`src/rtl/gcd_pkg.sv`:
```
// Shared defaults and state encoding for the GCD host sequencer.
package gcd_pkg;

    localparam int GCD_WIDTH          = 16;
    localparam int GCD_TIMEOUT_CYCLES = 1024;

    typedef enum logic [2:0] {
        IDLE,
        SEND_A,
        SEND_B,
        WAIT,
        RESP
    } gcd_state_t;

endpackage

```
`src/rtl/gcd_wait_timer.sv`:
```
// WAIT-phase timer: saturating cycle count, first-cycle blanking flag and a
// down-counter whose terminal count marks the watchdog expiry.
module gcd_wait_timer
    import gcd_pkg::*;
#(
    parameter int CNT_W          = 16,
    parameter int TIMEOUT_CYCLES = GCD_TIMEOUT_CYCLES
) (
    input  logic             clk,
    input  logic             rst_n,
    input  logic             clear,
    input  logic             enable,
    output logic [CNT_W-1:0] count,
    output logic             blank,
    output logic             expired
);

    localparam int TW = $clog2(TIMEOUT_CYCLES + 1);
    localparam logic [CNT_W-1:0] CNT_MAX = '1;

    logic [TW-1:0] remain;

    // clear arms the timer for the first WAIT cycle: count=1, blank set,
    // remain=TIMEOUT-1 so terminal count lands on WAIT cycle TIMEOUT_CYCLES.
    always_ff @(posedge clk or negedge rst_n) begin
        if (!rst_n) begin
            count  <= '0;
            blank  <= 1'b0;
            remain <= '0;
        end else if (clear) begin
            count  <= CNT_W'(1);
            blank  <= 1'b1;
            remain <= TW'(TIMEOUT_CYCLES - 1);
        end else if (enable) begin
            if (count != CNT_MAX) begin
                count <= count + CNT_W'(1);
            end
            if (remain != '0) begin
                remain <= remain - TW'(1);
            end
            blank <= 1'b0;
        end
    end

    assign expired = (remain == '0);

endmodule

```
`src/rtl/gcd_host_sequencer.sv`:
```
// Initiator-side sequencer for the GCD core: request capture, operand
// serialization, watchdog-bounded wait and response hand-back.
//
// state  | meaning
// IDLE   | req_ready=1, waiting for an operand pair
// SEND_A | core_start pulse, operand A on core_data
// SEND_B | operand B on core_data
// WAIT   | B held on core_data, waiting for core_done or watchdog
// RESP   | response valid, payload held until rsp_ready
module gcd_host_sequencer
    import gcd_pkg::*;
#(
    parameter int WIDTH          = GCD_WIDTH,
    parameter int TIMEOUT_CYCLES = GCD_TIMEOUT_CYCLES,
    parameter int CNT_W          = 16
) (
    input  logic             clk,
    input  logic             rst_n,
    input  logic             req_valid,
    output logic             req_ready,
    input  logic [WIDTH-1:0] req_a,
    input  logic [WIDTH-1:0] req_b,
    output logic             core_start,
    output logic [WIDTH-1:0] core_data,
    input  logic             core_done,
    input  logic [WIDTH-1:0] core_result,
    output logic             rsp_valid,
    input  logic             rsp_ready,
    output logic [WIDTH-1:0] rsp_gcd,
    output logic             rsp_err,
    output logic [CNT_W-1:0] rsp_cycles
);

    gcd_state_t       state;
    logic [WIDTH-1:0] op_b;
    logic             tmr_clear;
    logic             tmr_enable;
    logic [CNT_W-1:0] tmr_count;
    logic             tmr_blank;
    logic             tmr_expired;
    logic             done_seen;

    assign tmr_clear  = (state == SEND_B);
    assign tmr_enable = (state == WAIT);
    // A done still high from the previous operation is masked for one cycle.
    assign done_seen  = core_done && !tmr_blank;

    gcd_wait_timer #(
        .CNT_W          (CNT_W),
        .TIMEOUT_CYCLES (TIMEOUT_CYCLES)
    ) u_wait_timer (
        .clk     (clk),
        .rst_n   (rst_n),
        .clear   (tmr_clear),
        .enable  (tmr_enable),
        .count   (tmr_count),
        .blank   (tmr_blank),
        .expired (tmr_expired)
    );

    always_ff @(posedge clk or negedge rst_n) begin
        if (!rst_n) begin
            state      <= IDLE;
            op_b       <= '0;
            req_ready  <= 1'b1;
            core_start <= 1'b0;
            core_data  <= '0;
            rsp_valid  <= 1'b0;
            rsp_gcd    <= '0;
            rsp_err    <= 1'b0;
            rsp_cycles <= '0;
        end else begin
            case (state)
                IDLE: begin
                    if (req_valid && req_ready) begin
                        op_b      <= req_b;
                        req_ready <= 1'b0;
                        // The subtractive core never terminates on a zero operand.
                        if (req_a == '0 || req_b == '0) begin
                            state      <= RESP;
                            rsp_valid  <= 1'b1;
                            rsp_gcd    <= req_a | req_b;
                            rsp_err    <= 1'b0;
                            rsp_cycles <= '0;
                        end else begin
                            state      <= SEND_A;
                            core_start <= 1'b1;
                            core_data  <= req_a;
                        end
                    end
                end
                SEND_A: begin
                    state      <= SEND_B;
                    core_start <= 1'b0;
                    core_data  <= op_b;
                end
                SEND_B: begin
                    state <= WAIT;
                end
                WAIT: begin
                    if (done_seen) begin
                        state      <= RESP;
                        rsp_valid  <= 1'b1;
                        rsp_gcd    <= core_result;
                        rsp_err    <= 1'b0;
                        rsp_cycles <= tmr_count;
                    end else if (tmr_expired) begin
                        state      <= RESP;
                        rsp_valid  <= 1'b1;
                        rsp_gcd    <= '0;
                        rsp_err    <= 1'b1;
                        rsp_cycles <= CNT_W'(TIMEOUT_CYCLES);
                    end
                end
                RESP: begin
                    if (rsp_ready) begin
                        state     <= IDLE;
                        rsp_valid <= 1'b0;
                        req_ready <= 1'b1;
                    end
                end
                default: begin
                    state      <= IDLE;
                    req_ready  <= 1'b1;
                    core_start <= 1'b0;
                    rsp_valid  <= 1'b0;
                end
            endcase
        end
    end

endmodule

```
`config.mk`:
```
export PLATFORM = sky130hd
export DESIGN_NAME = gcd_host_sequencer
export DESIGN_NICKNAME = d
export VERILOG_FILES = /design/src/rtl/gcd_pkg.sv /design/src/rtl/gcd_wait_timer.sv /design/src/rtl/gcd_host_sequencer.sv
export SDC_FILE = /design/constraint.sdc
export NUM_CORES = 1
export LEC_CHECK = 0
export CAP_MARGIN = 20
export CORE_ASPECT_RATIO = 1.75
export CORE_MARGIN = 8
export CORE_UTILIZATION = 37
export CTS_CLUSTER_DIAMETER = 120
export DETAILED_ROUTE_END_ITERATION = 8
export HOLD_SLACK_MARGIN = 0.03
export PLACE_DENSITY = 0.62
export SLEW_MARGIN = 20
export SYNTH_ARGS = -nofsm -noshare
export SYNTH_HDL_FRONTEND = slang
export SYNTH_SLANG_ARGS = --single-unit
```
`constraint.sdc`:
```
create_clock -name clk -period 2 [get_ports clk]
set_input_delay 0.2 -clock clk [delete_from_list [all_inputs] [get_ports clk]]
set_output_delay 0.2 -clock clk [all_outputs]
set_load 0.1 [all_outputs]
```
Word-level counts from Yosys, hierarchy flattened --
Cells that the tools add are included.
Storage, ports and cells: memories 0, input port bits 53, register bits 99, bits in read-only memories 0, bits in latches 0, bits in writable memories 0, word-level logic and storage cells 97
Operators by class: reduce and logical (&&, ||, !) cells 26, shift operators 0, order comparisons 0, bitwise operators 4, add/sub/neg operators 2, muxes and demuxes 43, multiply operators 0, divide/modulo/power cells 0, equality and inequality tests 10
Operator list (count):
- two-way mux 16 bit | 13
- one-hot mux 16 bit (2 select lines) | 3
- two-way mux 11 bit | 3
- zero test 16 bit | 2
- adder 16 x 1 -> 16 bit, second input constant | 1
- inequality test 16 bit, second input constant | 1
- OR 16 bit | 1
- two-way mux 3 bit | 5
- one-hot mux 3 bit (5 select lines) | 1
- two-way mux 1 bit | 14
- AND reduction 3 bit | 4
- zero test 11 bit | 1
- nonzero test 11 bit | 1
- subtractor 11 x 1 -> 11 bit, second input constant | 1
- nonzero test 2 bit | 5
- inequality test 2 bit, second input constant | 4
- == test 3 x 2 -> 1 bit, second input constant | 2
- AND reduction 2 bit | 3
- OR reduction 3 bit | 2
- AND reduction 5 bit | 1
- one-hot mux 1 bit (2 select lines) | 2
- one-hot mux 1 bit (4 select lines) | 1
- AND reduction 4 bit | 1
- == test 3 x 1 -> 1 bit, second input constant | 1
- 9 further kinds | 12

Logic depth before layout (Yosys ltp) --
word-level depth 5, gate-level depth with buffers 8, depth with buffers taken out 7

By module --
Synthesis repeated with hierarchy kept, for this count alone.
Unflattened totals: cells, all modules 431, area, all modules 4804.6 um^2
Modules (own cells, without submodules):
- gcd_host_sequencer | instances 1, cells an instance 261, area an instance 3156.8 um^2
- gcd_wait_timer | instances 1, cells an instance 170, area an instance 1647.8 um^2

Worst setup path before layout --
No wires, ideal clock.
path kind register to register, start point register req_ready, end point register core_data[10], path slack -0.105 ns, arrival time 1.968 ns, cell stages (with the launch flop) 8, setup time 0.137 ns, cell sequence dfstp_2 nand3b_4 nor3_4 nand3_1 buf_2 buf_6 mux2i_1 a21oi_1
On the way: word-level cells in the longest chain between the ends 3
RTL lines:
- from (decl) | RTL line gcd_host_sequencer.sv:20 | output logic req_ready,
- from (signal assigned) | RTL line gcd_host_sequencer.sv:65 | req_ready <= 1'b1;
- from (signal assigned) | RTL line gcd_host_sequencer.sv:77 | req_ready <= 1'b0;
- from (signal assigned) | RTL line gcd_host_sequencer.sv:119 | req_ready <= 1'b1;
- logical AND 1 bit | RTL line gcd_host_sequencer.sv:75 | if (req_valid && req_ready) begin
- inequality test 2 bit (no line)
- AND reduction 3 bit (no line)
- to (signal assigned) | RTL line gcd_host_sequencer.sv:88 | core_data <= req_a;
- to (signal assigned) | RTL line gcd_host_sequencer.sv:95 | core_data <= op_b;
- to (decl) | RTL line gcd_host_sequencer.sv:24 | output logic [WIDTH-1:0] core_data,
No other way between the ends. A chain may end at the register's enable or synchronous reset.

Worst setup path after layout --
start point input req_b[14], end point register rsp_gcd[13]
On the way: word-level cells in the longest chain between the ends 4
RTL lines:
- from (decl) | RTL line gcd_host_sequencer.sv:22 | input logic [WIDTH-1:0] req_b,
- zero test 16 bit | RTL line gcd_host_sequencer.sv:79 | if (req_a == '0 || req_b == '0) begin
- logical OR 1 bit | RTL line gcd_host_sequencer.sv:79
- inequality test 2 bit (no line)
- AND reduction 4 bit (no line)
- to (signal assigned) | RTL line gcd_host_sequencer.sv:82 | rsp_gcd <= req_a | req_b;
- to (signal assigned) | RTL line gcd_host_sequencer.sv:104 | rsp_gcd <= core_result;
- to (decl) | RTL line gcd_host_sequencer.sv:29 | output logic [WIDTH-1:0] rsp_gcd,
No other way between the ends.

==> metrics.yaml <==
run_status: "finished clean"
ys_ff_latch: 99
setup-tns-final_ns: 0
clk_pin_slew_ns: 0.07
clk_path_buf_depth: 2
dp_slack_ns: -0.230
synth_top_area_frac: 0.514
synth_ff_type: "dfrtp_1"
grt_pass1_vias: 4075
whs_ns: 0.395
nets: 647
die-height_um: 166
synthTopCellsByArea: "dfrtp_1 51%, a21oi_1 5.8%, mux2_2 4.5%"
crit_path_end_kind: "flip-flop"
grt_pass1_wl_mm: 21.5
final.period_utilization: 0.964
initial_utilization: 0.373
seq_area_mm2: 0.00248
leakage_uw: 0.00306
synthTopCellsByCount: "98 x dfrtp_1, 55 x a21oi_1, 49 x nor2_1"
slew_violations: 0
tightest_slew_ns: 0.571
cts_tree: "yes"
rows: 55
fmax_mhz: 518
diodes: 0
insertion_delay_ns: 0.34
drt_pass1_iterations: 4
dieArea_mm2: 0.0169
grt-ovfl-total: 0
fp.coreArea_mm2: 0.0128
cp.required_ns: 2.22
p_per_area_mw_per_mm2: 1670
drc: 0
grt_max_degree: 44
hold_violations: 0
syn-instance-count: 432
worstPathMaxFanout: 19
post_drt_wl_per_cell_um: 17.2
finClkSkew_ns: 0.00974
synth_seq_area_share: 0.519
pin_count: 105
irDropWorstVdd_v: 0.000929
syn_area_per_cell_um2: 11.0
critPathArrivalTime_ns: 2.15
synthArstFlopShare: 1.00
syn_nets: 488
cts_buffers: 9
antenna_found_initial: 0
maxSlewHeadroom: 0.619
clockRootBuffer: "clkbuf_16"
drt_iter0_drc: 118
synth_edf_count: 0
rsz0062_at_grt: "true"
synth_top_area_cell: "dfrtp_1"
period_needed_ns: 1.93
mappedNetlistArea_mm2: 0.00477
setup_viol_count_final: 0
layout-drive-gt1-share: 0.305
start_kind: "primary input"
ys_types: 59
path_class: "in2reg"
yosysWarnings: 0
num_vias: 3914
dp_hpwl_mm: 9.88
syn2layout_area_growth_pct: 40.6
htree_levels: 3
fill_cells: 1155
numClockSinks: 99
synth_most_common_cell: "dfrtp_1"
place.gp.congestion: 0.835
worst_slack_ns: 0.0711
drt-total-wl_mm: 13.2
finish.utilization: 0.524
port_buffers: 104
holdCritPathClass: "in2async"
multiInputGateArea_mm2: 0.00218
drv_cap: 0
die_width_um: 102
grt_use_total: 0.161
postRouteAntennaNets: 0
viasPerCell: 5.10
## critical path, stage by stage
cell	delay [ns]
clkdlybuf4s50_1	0.43
nor4_1	0.45
nand4_1	0.29
nand3_4	0.18
nand3_4	0.09
buf_12	0.18
mux2_1	0.32
## path summary, 6_finish.rpt
kind                                        start             end  slack, ns  depth (start not counted)
min in group clk                      rsp_gcd[14]     rsp_gcd[14]       0.50                          1
setup reg to reg           u_wait_timer.remain[0]     rsp_gcd[13]       0.09                          8
hold / removal                              rst_n   core_data[13]       0.39                          2
max in group asynchronous                   rst_n  rsp_cycles[14]       0.92                          3
setup / recovery                        req_b[14]     rsp_gcd[13]       0.07                          7
hold reg to reg                       rsp_gcd[14]     rsp_gcd[14]       0.50                          1
## cell usage in the layout (no fill, tap or decap), types with 4 or more instances in the layout
cell type / instances
buf_4: 115
dfrtp_1: 96
a21oi_1: 55
clkdlybuf4s50_1: 51
nor2_1: 49
mux2_2: 19
nand2_1: 17
mux2i_1: 16
a22o_1: 16
mux2_1: 13
nand3_1: 10
xor2_1: 10
o21ai_0: 9
clkbuf_16: 9
xnor2_1: 8
nor4_1: 8
nand4_1: 6
inv_1: 5
a31oi_1: 5
buf_12: 5
nor3_1: 4
and2_1: 4
## report_power, final
group | total, uW | leakage (uW) | internal [uW] | switching (uW)
combinational | 6170 | 0.00170 | 1710 | 4460
sequential | 3170 | 0.00120 | 2700 | 478
clock | 1900 | 0.000159 | 1120 | 784
## layout make-up
| cell class | count | share of cell area |
|---|---|---|
| inverter | 5 | 0.00280 |
| clock inverter | 6 | 0.0145 |
| tap | 171 | 0.0319 |
| sequential | 99 | 0.370 |
| timing repair buffer | 172 | 0.221 |
| multi-input combinational | 304 | 0.325 |
| clock buffer | 10 | 0.0341 |
## logic make-up after synthesis
| group | count (synthesis) | synth area share |
|---|---|---|
| AO/OA/AOI/OAI | 98 | 0.126 |
| multiplexers | 49 | 0.112 |
| adder cells (fa/ha/maj) | 3 | 0.00786 |
| AND/OR/NAND/NOR | 136 | 0.168 |
| XOR/XNOR | 18 | 0.0330 |
| flip-flops | 99 | 0.519 |
| buffers and inverters | 29 | 0.0330 |
## stage by stage
step	total power, uW	std cells	cell area (um2)
2_1_floorplan	7700	432	4780
3_3_place_gp	9270	749	6320
3_5_place_dp	9370	749	6320
4_1_cts	11300	766	6660
5_1_grt	11800	767	6710
6_report	11200	767	6710
## state kept, by name, summed over array words and instances (netlist names), 3 cells and up
register	cells
op_b	16
u_wait_timer.remain	11
rsp_gcd	16
core_data	16
u_wait_timer.count	16
state	3
rsp_cycles	16
## layer usage
metal,track usage,part of all wire
met1,0.179,0.39
met2,0.293,0.55
met3,0.0302,0.042
met4,0.0501,0.013
met5,0,0
## what timing repair did
item	in CTS	in global routing
hold endpoints to repair	40	0
resized for setup	0	9
endpoints found under the setup margin	0	37
buffers inserted	0	1
hold buffers	1	0
No activity file was read; power rests on OpenSTA's default activity.
